File: src/rtl/ui_pkg.sv
// Shared types for the dual-axis measurement sequencer.
package ui_pkg;

    localparam int unsigned UI_NUM_AXES = 2;

    typedef logic [$clog2(UI_NUM_AXES)-1:0] ui_axis_t;

    typedef enum logic [3:0] {
        StIdle,
        StSettle,
        StConvert,
        StCap0,
        StCap1,
        StReport,
        StClrSet,
        StClrPulse,
        StClrHold
    } ui_sched_state_t;

    // One-hot mask with only the given axis set.
    function automatic logic [UI_NUM_AXES-1:0] ui_axis_onehot(input ui_axis_t axis);
        logic [UI_NUM_AXES-1:0] oh;
        oh       = '0;
        oh[axis] = 1'b1;
        return oh;
    endfunction

endpackage

File: src/rtl/ui_rr_pick.sv
// Round-robin choice of the next axis to convert: prefer the axis after the
// last-served one, fall back to the last-served axis if it is the only one enabled.
module ui_rr_pick
    import ui_pkg::*;
(
    input  logic [UI_NUM_AXES-1:0] axis_en,
    input  ui_axis_t               last_axis,
    output logic                   pick_valid,
    output ui_axis_t               pick_axis
);

    ui_axis_t other_axis;

    assign other_axis = ~last_axis;
    assign pick_valid = |axis_en;
    assign pick_axis  = axis_en[other_axis] ? other_axis : last_axis;

endmodule

File: src/rtl/ui_axis_scheduler.sv
// Shares one conversion engine between two axes and sequences the two-channel
// latch (select / enable / async clear). Clears are deferred until no conversion
// is in flight and the select is always settled before ACLEAR or ENABLE fire.
// Optional CONV_DONE watchdog: define UI_AXIS_SCHED_TIMEOUT_EN.
module ui_axis_scheduler
    import ui_pkg::*;
#(
    parameter int unsigned SETTLE_CYCLES  = 4,
    parameter int unsigned TIMEOUT_CYCLES = 1024,
    parameter int unsigned CNT_W          = 16
) (
    input  logic                   CLOCK,
    input  logic                   ACLEAR_N,
    input  logic                   RUN,
    input  logic [UI_NUM_AXES-1:0] AXIS_EN,
    input  logic [UI_NUM_AXES-1:0] CLR_REQ,
    input  logic                   CONV_DONE,
    output logic                   CONV_START,
    output logic                   LATCH_AXIS_SEL,
    output logic                   LATCH_ENABLE,
    output logic                   LATCH_ACLEAR,
    output logic [UI_NUM_AXES-1:0] SAMPLE_VALID,
    output logic                   BUSY,
    output logic                   TIMEOUT_ERR
);

    localparam logic [CNT_W-1:0] SETTLE_LAST =
        (SETTLE_CYCLES == 0) ? '0 : CNT_W'(SETTLE_CYCLES - 1);

    ui_sched_state_t        state_q, state_d;
    ui_axis_t               axis_q, axis_d;
    ui_axis_t               last_q, last_d, last_eff;
    logic [CNT_W-1:0]       settle_cnt_q, settle_cnt_d;
    logic [UI_NUM_AXES-1:0] pend_q, pend_d, pend_eff, clr_done;
    logic                   done_q;
    logic                   decide;
    logic                   pick_valid;
    ui_axis_t               pick_axis;
    logic                   tmo_fire;

    logic                   conv_start_q, conv_start_d;
    logic                   enable_q, enable_d;
    logic                   aclear_q, aclear_d;
    logic [UI_NUM_AXES-1:0] sv_q, sv_d;
    logic                   busy_q, busy_d;

    // In REPORT the axis just served already counts as last-served for the decision.
    assign last_eff = (state_q == StReport) ? axis_q : last_q;

    ui_rr_pick u_rr_pick (
        .axis_en    (AXIS_EN),
        .last_axis  (last_eff),
        .pick_valid (pick_valid),
        .pick_axis  (pick_axis)
    );

    // Next-state, target axis, settle counter and pending-clear bookkeeping.
    always_comb begin
        state_d      = state_q;
        axis_d       = axis_q;
        last_d       = last_eff;
        settle_cnt_d = settle_cnt_q;
        clr_done     = '0;
        decide       = 1'b0;
        unique case (state_q)
            StIdle:     decide = 1'b1;
            StSettle: begin
                if (settle_cnt_q == SETTLE_LAST) begin
                    state_d = StConvert;
                end else begin
                    settle_cnt_d = settle_cnt_q + 1'b1;
                end
            end
            StConvert: begin
                // A result beats a simultaneous watchdog expiry.
                if (done_q) begin
                    state_d = StCap0;
                end else if (tmo_fire) begin
                    state_d = StReport;
                end
            end
            StCap0:     state_d = StCap1;
            StCap1:     state_d = StReport;
            StReport:   decide = 1'b1;
            StClrSet:   state_d = StClrPulse;
            StClrPulse: state_d = StClrHold;
            StClrHold: begin
                clr_done = ui_axis_onehot(axis_q);
                decide   = 1'b1;
            end
            default:    state_d = StIdle;
        endcase

        pend_eff = pend_q & ~clr_done;

        if (decide) begin
            if (|pend_eff) begin
                state_d = StClrSet;
                axis_d  = pend_eff[0] ? ui_axis_t'(0) : ui_axis_t'(1);
            end else if (RUN && pick_valid) begin
                state_d      = (SETTLE_CYCLES == 0) ? StConvert : StSettle;
                axis_d       = pick_axis;
                settle_cnt_d = '0;
            end else begin
                state_d = StIdle;
            end
        end

        // A request in the same cycle its bit is retired re-arms it.
        pend_d = pend_eff | CLR_REQ;
    end

    // Output values for the coming cycle, decoded from the next state.
    always_comb begin
        conv_start_d = (state_d == StConvert) && (state_q != StConvert);
        enable_d     = (state_d == StCap0) || (state_d == StCap1);
        aclear_d     = (state_d == StClrPulse);
        sv_d         = (state_q == StCap1) ? ui_axis_onehot(axis_q) : '0;
        busy_d       = (state_d != StIdle);
    end

    // State, sequencing registers and registered outputs.
    always_ff @(posedge CLOCK or negedge ACLEAR_N) begin
        if (!ACLEAR_N) begin
            state_q      <= StIdle;
            axis_q       <= '0;
            last_q       <= ui_axis_t'(1);
            settle_cnt_q <= '0;
            pend_q       <= '0;
            done_q       <= 1'b0;
            conv_start_q <= 1'b0;
            enable_q     <= 1'b0;
            aclear_q     <= 1'b0;
            sv_q         <= '0;
            busy_q       <= 1'b0;
        end else begin
            state_q      <= state_d;
            axis_q       <= axis_d;
            last_q       <= last_d;
            settle_cnt_q <= settle_cnt_d;
            pend_q       <= pend_d;
            // Only a CONV_DONE seen in CONVERT after the start cycle is a result.
            done_q       <= CONV_DONE && (state_q == StConvert) && !conv_start_q;
            conv_start_q <= conv_start_d;
            enable_q     <= enable_d;
            aclear_q     <= aclear_d;
            sv_q         <= sv_d;
            busy_q       <= busy_d;
        end
    end

`ifdef UI_AXIS_SCHED_TIMEOUT_EN
    localparam logic [CNT_W-1:0] TMO_LAST = CNT_W'(TIMEOUT_CYCLES - 1);

    logic [CNT_W-1:0] tmo_cnt_q;
    logic             tmo_err_q;

    assign tmo_fire = (state_q == StConvert) && (tmo_cnt_q == TMO_LAST) && !done_q;

    // Watchdog: counts cycles spent in CONVERT; error flag is sticky until reset.
    always_ff @(posedge CLOCK or negedge ACLEAR_N) begin
        if (!ACLEAR_N) begin
            tmo_cnt_q <= '0;
            tmo_err_q <= 1'b0;
        end else begin
            tmo_cnt_q <= (state_q == StConvert) ? tmo_cnt_q + 1'b1 : '0;
            if (tmo_fire) begin
                tmo_err_q <= 1'b1;
            end
        end
    end

    assign TIMEOUT_ERR = tmo_err_q;
`else
    logic unused_tmo_cfg;

    assign unused_tmo_cfg = ^TIMEOUT_CYCLES;
    assign tmo_fire       = 1'b0;
    assign TIMEOUT_ERR    = 1'b0;
`endif

    assign CONV_START     = conv_start_q;
    assign LATCH_AXIS_SEL = axis_q;
    assign LATCH_ENABLE   = enable_q;
    assign LATCH_ACLEAR   = aclear_q;
    assign SAMPLE_VALID   = sv_q;
    assign BUSY           = busy_q;

endmodule

File: config.mk
export PLATFORM = sky130hd
export DESIGN_NAME = ui_axis_scheduler
export DESIGN_NICKNAME = d
export VERILOG_FILES = /design/src/rtl/ui_pkg.sv /design/src/rtl/ui_rr_pick.sv /design/src/rtl/ui_axis_scheduler.sv
export SDC_FILE = /design/constraint.sdc
export NUM_CORES = 1
export LEC_CHECK = 0
export BUFFER_PORTS_ARGS = -buffer_cell sky130_fd_sc_hd__buf_2
export CAP_MARGIN = 15
export CORE_AREA = 2 2 60 62
export CTS_CLUSTER_SIZE = 24
export DETAILED_ROUTE_END_ITERATION = 6
export DIE_AREA = 0 0 62 64
export GPL_ROUTABILITY_DRIVEN = 0
export MAX_ROUTING_LAYER = met4
export PLACE_DENSITY = 0.76
export SLEW_MARGIN = 20
export SYNTH_ARGS = -nofsm -noshare
export SYNTH_HDL_FRONTEND = slang
export SYNTH_SLANG_ARGS = --single-unit
File: constraint.sdc
create_clock -name CLOCK -period 2.51 [get_ports CLOCK]
set_clock_uncertainty 0.2 [all_clocks]
set_input_delay 0 -clock CLOCK [delete_from_list [all_inputs] [get_ports CLOCK]]
set_output_delay 0 -clock CLOCK [all_outputs]
set_load 0.02 [all_outputs]
==> flow_metrics.env, run 1 <==
export IMPL_status="complete, no violations"
export IMPL_peakVddDrop_uv=361.7
export IMPL_period_share_pct=90.80
export IMPL_required_ns=2.52
export IMPL_timing_fmax_mhz=438.8
export IMPL_cts_root_buffer_cell="clkbuf_4"
export IMPL_grt_max_degree=32
export IMPL_layout_commonest_cell="dfrtp_1"
export IMPL_drt_initial_drc_count=63
export IMPL_cts_setup_buffers=0
export IMPL_cts_htree_levels=2
export IMPL_nets=192
export IMPL_numCtsBuffers=5
export IMPL_ant_nets=0
export IMPL_path_cells="nand2b_1, or3b_1, a2111oi_4, buf_4, nor2_1"
export IMPL_path_class="flip-flop to flip-flop"
export IMPL_tightest_slew_ns=0.6662
export IMPL_p_sw_uw=757.7
export IMPL_instances_no_fill=230
export IMPL_syn_cell_area_mm2=0.001623
export IMPL_critPathLaunchType="flip-flop"
export IMPL_ys_top_cells_by_area="dfrtp_1 46%, a21oi_1 3.7%, xor2_1 3.2%"
export IMPL_synth_cell_types=48
export IMPL_tns_ns=0
export IMPL_min_path_type="input pin to async pin"
export IMPL_rsz0062_at_grt="false"
export IMPL_relSlewSlack_pct=55.59
export IMPL_ys_ff_latch=31
export IMPL_tritoncts="done"
export IMPL_clock_path_buffers=2
export IMPL_worstPathMaxFanout=16
export IMPL_p_sw_share_pct=41.30
export IMPL_yosys_area_top_type_share_pct=46.26
export IMPL_antenna_found_initial=0
export IMPL_postLayoutCoreUtil_pct=56.50
export IMPL_grt_pass1_wl_um=6127
export IMPL_io_buffers=14
export IMPL_die_h_um=64
export IMPL_most_common_layout_cells="30 x dfrtp_1, 14 x buf_2, 12 x a21oi_1, 11 x nor2_1, 9 x o21ai_0"
export IMPL_ys_seq_area_share_pct=47.88
export IMPL_combPwrFrac_pct=35.9
export IMPL_clock_sinks=31
export IMPL_internal_power_uw=1077
export IMPL_yosys_warnings=0
export IMPL_syn_inst=158
export IMPL_post_drt_wl_per_cell_um=14.91
export IMPL_yosys_area_top_type="dfrtp_1"
export IMPL_critPathCaptureType="flip-flop"
export IMPL_drive_gt1_share_pct=19.57
export IMPL_die_w_um=62
export IMPL_rows=21
export IMPL_drc=0
export IMPL_overflow=0
export IMPL_report_final_setup_viol=0
export IMPL_core_mm2=0.003284
export IMPL_finalHoldViolations=0
export IMPL_clkPwrFrac_pct=15.0
export IMPL_cp_arrival_ns=2.29
export IMPL_synthArstFlopShare_pct=100.0
export IMPL_maxCapViolCount=0
export IMPL_dr_pass1_iters=4
export IMPL_fin_crit_ns=2.279
export IMPL_crit_slowest_cell="dfrtp_1"
export IMPL_placed_cells=215
export IMPL_grt_usage_pct=20.81
export IMPL_power_leakage_uw=0.0007191
export IMPL_diodes=0
export IMPL_start_util_pct=49.41
export IMPL_path_clk_slew_ns=0.09
export IMPL_clk_latency_ns=0.32
export IMPL_dp_hpwl_um=2262
export IMPL_ff2ff_path_depth=5
export IMPL_avgSynthCellArea_um2=10.27
export IMPL_synth_edf_count=0
export IMPL_post_cts_resized=0
export IMPL_syn2layout_area_growth_pct=14.34
export IMPL_ys_dominant_reg_cell="dfrtp_1"
export IMPL_cpPeakStageDelay_ns=0.62
export IMPL_sequentialPowerShare_pct=49.1
export IMPL_synthesis_nets=167
export IMPL_slew_violations=0
export IMPL_via_per_inst=5.922
export IMPL_wl_um=3430
export IMPL_vias=1362
export IMPL_p_per_area_mw_per_mm2=988.7
export IMPL_pin_count=16
export IMPL_timing_hold_ws_ns=0.03624
export IMPL_hold_buffers=7
export IMPL_die_area_mm2=0.003968
export IMPL_grt_pass1_vias=1324
## worst paths after layout
check | slack (ns) | end | from
max in group asynchronous | 1.64 | LATCH_AXIS_SEL | ACLEAR_N
min | 0.04 | settle_cnt_q[13] | ACLEAR_N
min reg2reg | 0.33 | done_q | CONV_START
max reg2reg | 0.23 | settle_cnt_q[3] | state_q[2]
min in group CLOCK | 0.08 | state_q[0] | RUN
max | 0.23 | settle_cnt_q[3] | state_q[2]
## power by group through the flow
| stage | registers (uW) | logic, uW | clock network (uW) |
|---|---|---|---|
| after floorplan | 870 | 493 | 0 |
| after global placement | 886 | 620 | 0 |
| after detailed placement | 900 | 642 | 0 |
| after CTS | 892 | 656 | 278 |
| after global routing | 932 | 741 | 300 |
| final | 901 | 659 | 275 |
## worst max-delay path, delay by kind of cell, from the launching register on
family / cells / cell delay [ns]
and+or+nand+nor: 3 / 0.72
buffers and inverters: 1 / 0.27
DFF: 1 / 0.62
AOI/OAI and AO/OA: 1 / 0.35
## cell usage after synthesis (2+ instances only)
| cell type | n |
|---|---|
| nor4_1 | 5 |
| o31ai_1 | 3 |
| a21o_1 | 2 |
| nand4_1 | 5 |
| inv_1 | 3 |
| nand2_1 | 8 |
| nor4b_1 | 2 |
| a21oi_2 | 2 |
| nand3_1 | 6 |
| buf_2 | 2 |
| nand2b_1 | 6 |
| or4_4 | 2 |
| dfrtp_1 | 30 |
| o221ai_1 | 2 |
| and4_1 | 3 |
| a21oi_1 | 12 |
| o21ai_0 | 9 |
| clkbuf_1 | 2 |
| nor3_1 | 2 |
| nand2_2 | 2 |
| nor2_1 | 11 |
| or3_1 | 6 |
| buf_4 | 2 |
| and3_1 | 2 |
| xor2_1 | 6 |
## logic make-up (layout without fill, tap and decap cells)
family / after synthesis / after routing / share of synthesized area [%]
xor+xnor: 6 / 6 / 3.238
simple gates: 70 / 70 / 27.22
mux: 2 / 2 / 1.311
buf+inv: 10 / 36 / 3.392
compound gates: 37 / 37 / 15.96
flops: 31 / 31 / 47.88
fa+ha+maj: 1 / 1 / 0.7709
other cells: 1 / 1 / 0.2311
## per-layer routing
metal  up-vias  wire length (um)  track usage, %  share of wire (%)
li1        643                 -               -                  -
met1       674              1535           27.53                 45
met2        37              1692           31.38                 49
met3         8               150           4.858                4.4
met4         0                52           6.383                1.5
met5         -                 0               -                  0
## area by class of cell
| class | instances | area [um2] |
|---|---|---|
| Timing Repair Buffer | 25 | 170.2 |
| Clock buffer | 8 | 48.80 |
| Multi-Input combinational cell | 117 | 790.8 |
| Inverter | 3 | 11.26 |
| Sequential cell | 31 | 777.0 |
| Tap cell | 46 | 57.56 |
| Fill cell | 274 | 1429 |
## sequential cells by signal, indices dropped and copies added, names as in the netlist, 2 cells and up
register / cells
settle_cnt_q: 16
state_q: 4
SAMPLE_VALID: 2
pend_q: 2
## per-stage QoR
stage / instance area [um2] / setup slack, ns / power [uW]
3_5_place_dp: 1737 / 0.2809 / 1542
2_1_floorplan: 1623 / 0.4375 / 1363
6_report: 1856 / 0.2309 / 1835
3_3_place_gp: 1737 / 0.3555 / 1506
4_1_cts: 1856 / 0.2517 / 1826
5_1_grt: 1856 / 0.09460 / 1973
Power figures use the tool's default switching activity.
==> run 2: changes to the inputs <==
Settings changed: CELL_PAD_IN_SITES_DETAIL_PLACEMENT from default to 1, CELL_PAD_IN_SITES_GLOBAL_PLACEMENT from default to 2, CORE_AREA 2 2 60 62 to 2 2 70 72, DIE_AREA 0 0 62 64 to 0 0 72 74, PLACE_DENSITY 0.76 to 0.83.
==> flow_metrics.env, run 2 (synthesis gave the netlist of run 1 again) <==
export IMPL_numCtsBuffers=5
export IMPL_clock_sinks=31
export IMPL_layout_commonest_cell="dfrtp_1"
export IMPL_vias=1309
export IMPL_cts_htree_levels=2
export IMPL_worstPathMaxFanout=16
export IMPL_dr_pass1_iters=4
export IMPL_dp_hpwl_um=2796
export IMPL_cp_arrival_ns=2.22
export IMPL_die_h_um=74
export IMPL_ant_nets=0
export IMPL_peakVddDrop_uv=366.8
export IMPL_critPathLaunchType="flip-flop"
export IMPL_die_area_mm2=0.005328
export IMPL_power_leakage_uw=0.0007536
export IMPL_drt_initial_drc_count=26
export IMPL_path_clk_slew_ns=0.07
export IMPL_min_path_type="input pin to async pin"
export IMPL_timing_fmax_mhz=444.1
export IMPL_rows=25
export IMPL_tritoncts="done"
export IMPL_start_util_pct=35.29
export IMPL_clock_path_buffers=2
export IMPL_cts_root_buffer_cell="clkbuf_8"
export IMPL_finalHoldViolations=0
export IMPL_largest_reg_flops=16
export IMPL_drive_gt1_share_pct=21.20
export IMPL_largest_register="settle_cnt_q"
export IMPL_required_ns=2.48
export IMPL_drc=0
export IMPL_relSlewSlack_pct=52.67
export IMPL_fin_crit_ns=2.252
export IMPL_io_buffers=14
export IMPL_clk_latency_ns=0.28
export IMPL_post_cts_resized=0
export IMPL_path_class="flip-flop to flip-flop"
export IMPL_via_per_inst=5.500
export IMPL_fillers=513
export IMPL_antenna_found_initial=0
export IMPL_maxCapViolCount=0
export IMPL_hold_buffers=7
export IMPL_path_cells="nor4b_2, a21boi_1, a2111oi_4, buf_4, nor2_1"
export IMPL_ff2ff_path_depth=5
export IMPL_tns_ns=0
export IMPL_critPathCaptureType="flip-flop"
export IMPL_die_w_um=72
export IMPL_overflow=0
export IMPL_reg2reg_from="state_q[1]"
export IMPL_nets=192
export IMPL_period_share_pct=89.71
export IMPL_cts_setup_buffers=0
export IMPL_total_power_uw=2089
export IMPL_syn2layout_area_growth_pct=19.20
export IMPL_grt_usage_pct=17.42
export IMPL_report_final_setup_viol=0
export IMPL_crit_slowest_cell="dfrtp_1"
export IMPL_path_buf_inv=1
export IMPL_placed_cells=223
export IMPL_grt_pass1_vias=1391
export IMPL_grt_max_degree=32
export IMPL_multi_input_area_um2=790.8
export IMPL_cp_depth=5
export IMPL_p_per_area_mw_per_mm2=1080
export IMPL_status="complete, no violations"
export IMPL_diodes=0
export IMPL_cpPeakStageDelay_ns=0.59
export IMPL_pin_count=16
export IMPL_slew_violations=0
export IMPL_startpoint="state_q[1]"
export IMPL_regArea_um2=777.0
export IMPL_instances_no_fill=238
export IMPL_tightest_slew_ns=0.7100
export IMPL_most_common_layout_cells="30 x dfrtp_1, 14 x buf_2, 12 x a21oi_1, 11 x nor2_1, 9 x o21ai_0"
export IMPL_cp_top_family="flip-flops"
export IMPL_wl_um=3917
export IMPL_reg_top3="settle_cnt_q (16), state_q (4)"
export IMPL_grt_pass1_wl_um=6775
export IMPL_core_mm2=0.004598
export IMPL_post_drt_wl_per_cell_um=16.46
export IMPL_timing_hold_ws_ns=0.1004
export IMPL_rsz0062_at_grt="false"
==> run 2: per-stage QoR <==
step | worst slack, ns | util (%) | instance area [um2]
after global routing | 0.07768 | 42.07 | 1934
final | 0.2584 | 42.07 | 1934
after floorplan | 0.4375 | - | 1623
after detailed placement | 0.2839 | 37.99 | 1747
after CTS | 0.2273 | 42.07 | 1934
after global placement | 0.3989 | 37.99 | 1747
==> run 2: where the power goes <==
group | switching (uW) | total (uW) | leakage (uW) | internal [uW]
sequential | 220 | 895 | 0.000363 | 676
combinational | 397 | 688 | 0.000329 | 292
clock | 184 | 505 | 0.0000612 | 321
==> run 2: area by class of cell <==
type	instances	share of cell area [%]
tap	54	3.493
timing repair buffer	25	8.797
clock buffer	6	4.269
clock inverter	2	1.811
multi-input combinational	117	40.88
inverter	3	0.5821
sequential	31	40.17
==> run 2: final timing paths <==
kind	endpoint	slack (ns)
min reg2reg	done_q	0.34
max in group asynchronous	settle_cnt_q[7]	1.55
max	settle_cnt_q[3]	0.26
max reg2reg	settle_cnt_q[3]	0.26
min in group CLOCK	state_q[0]	0.15
min	BUSY	0.10
==> run 2: worst reg2reg max path, stage by stage, from the launching register on <==
cell and delay (ns):
dfrtp_1 0.59, nor4b_2 0.45, a21boi_1 0.24, a2111oi_4 0.30
buf_4 0.27, nor2_1 0.08
==> run 2: routing by layer <==
| metal | track usage (%) | vias up | share of wire, % |
|---|---|---|---|
| met3 | 4.607 | 5 | 2.4 |
| met1 | 20.41 | 653 | 46 |
| met2 | 28.40 | 14 | 49 |
| met5 | - | - | 0 |
| met4 | 7.547 | 0 | 1.8 |
| li1 | - | 637 | - |
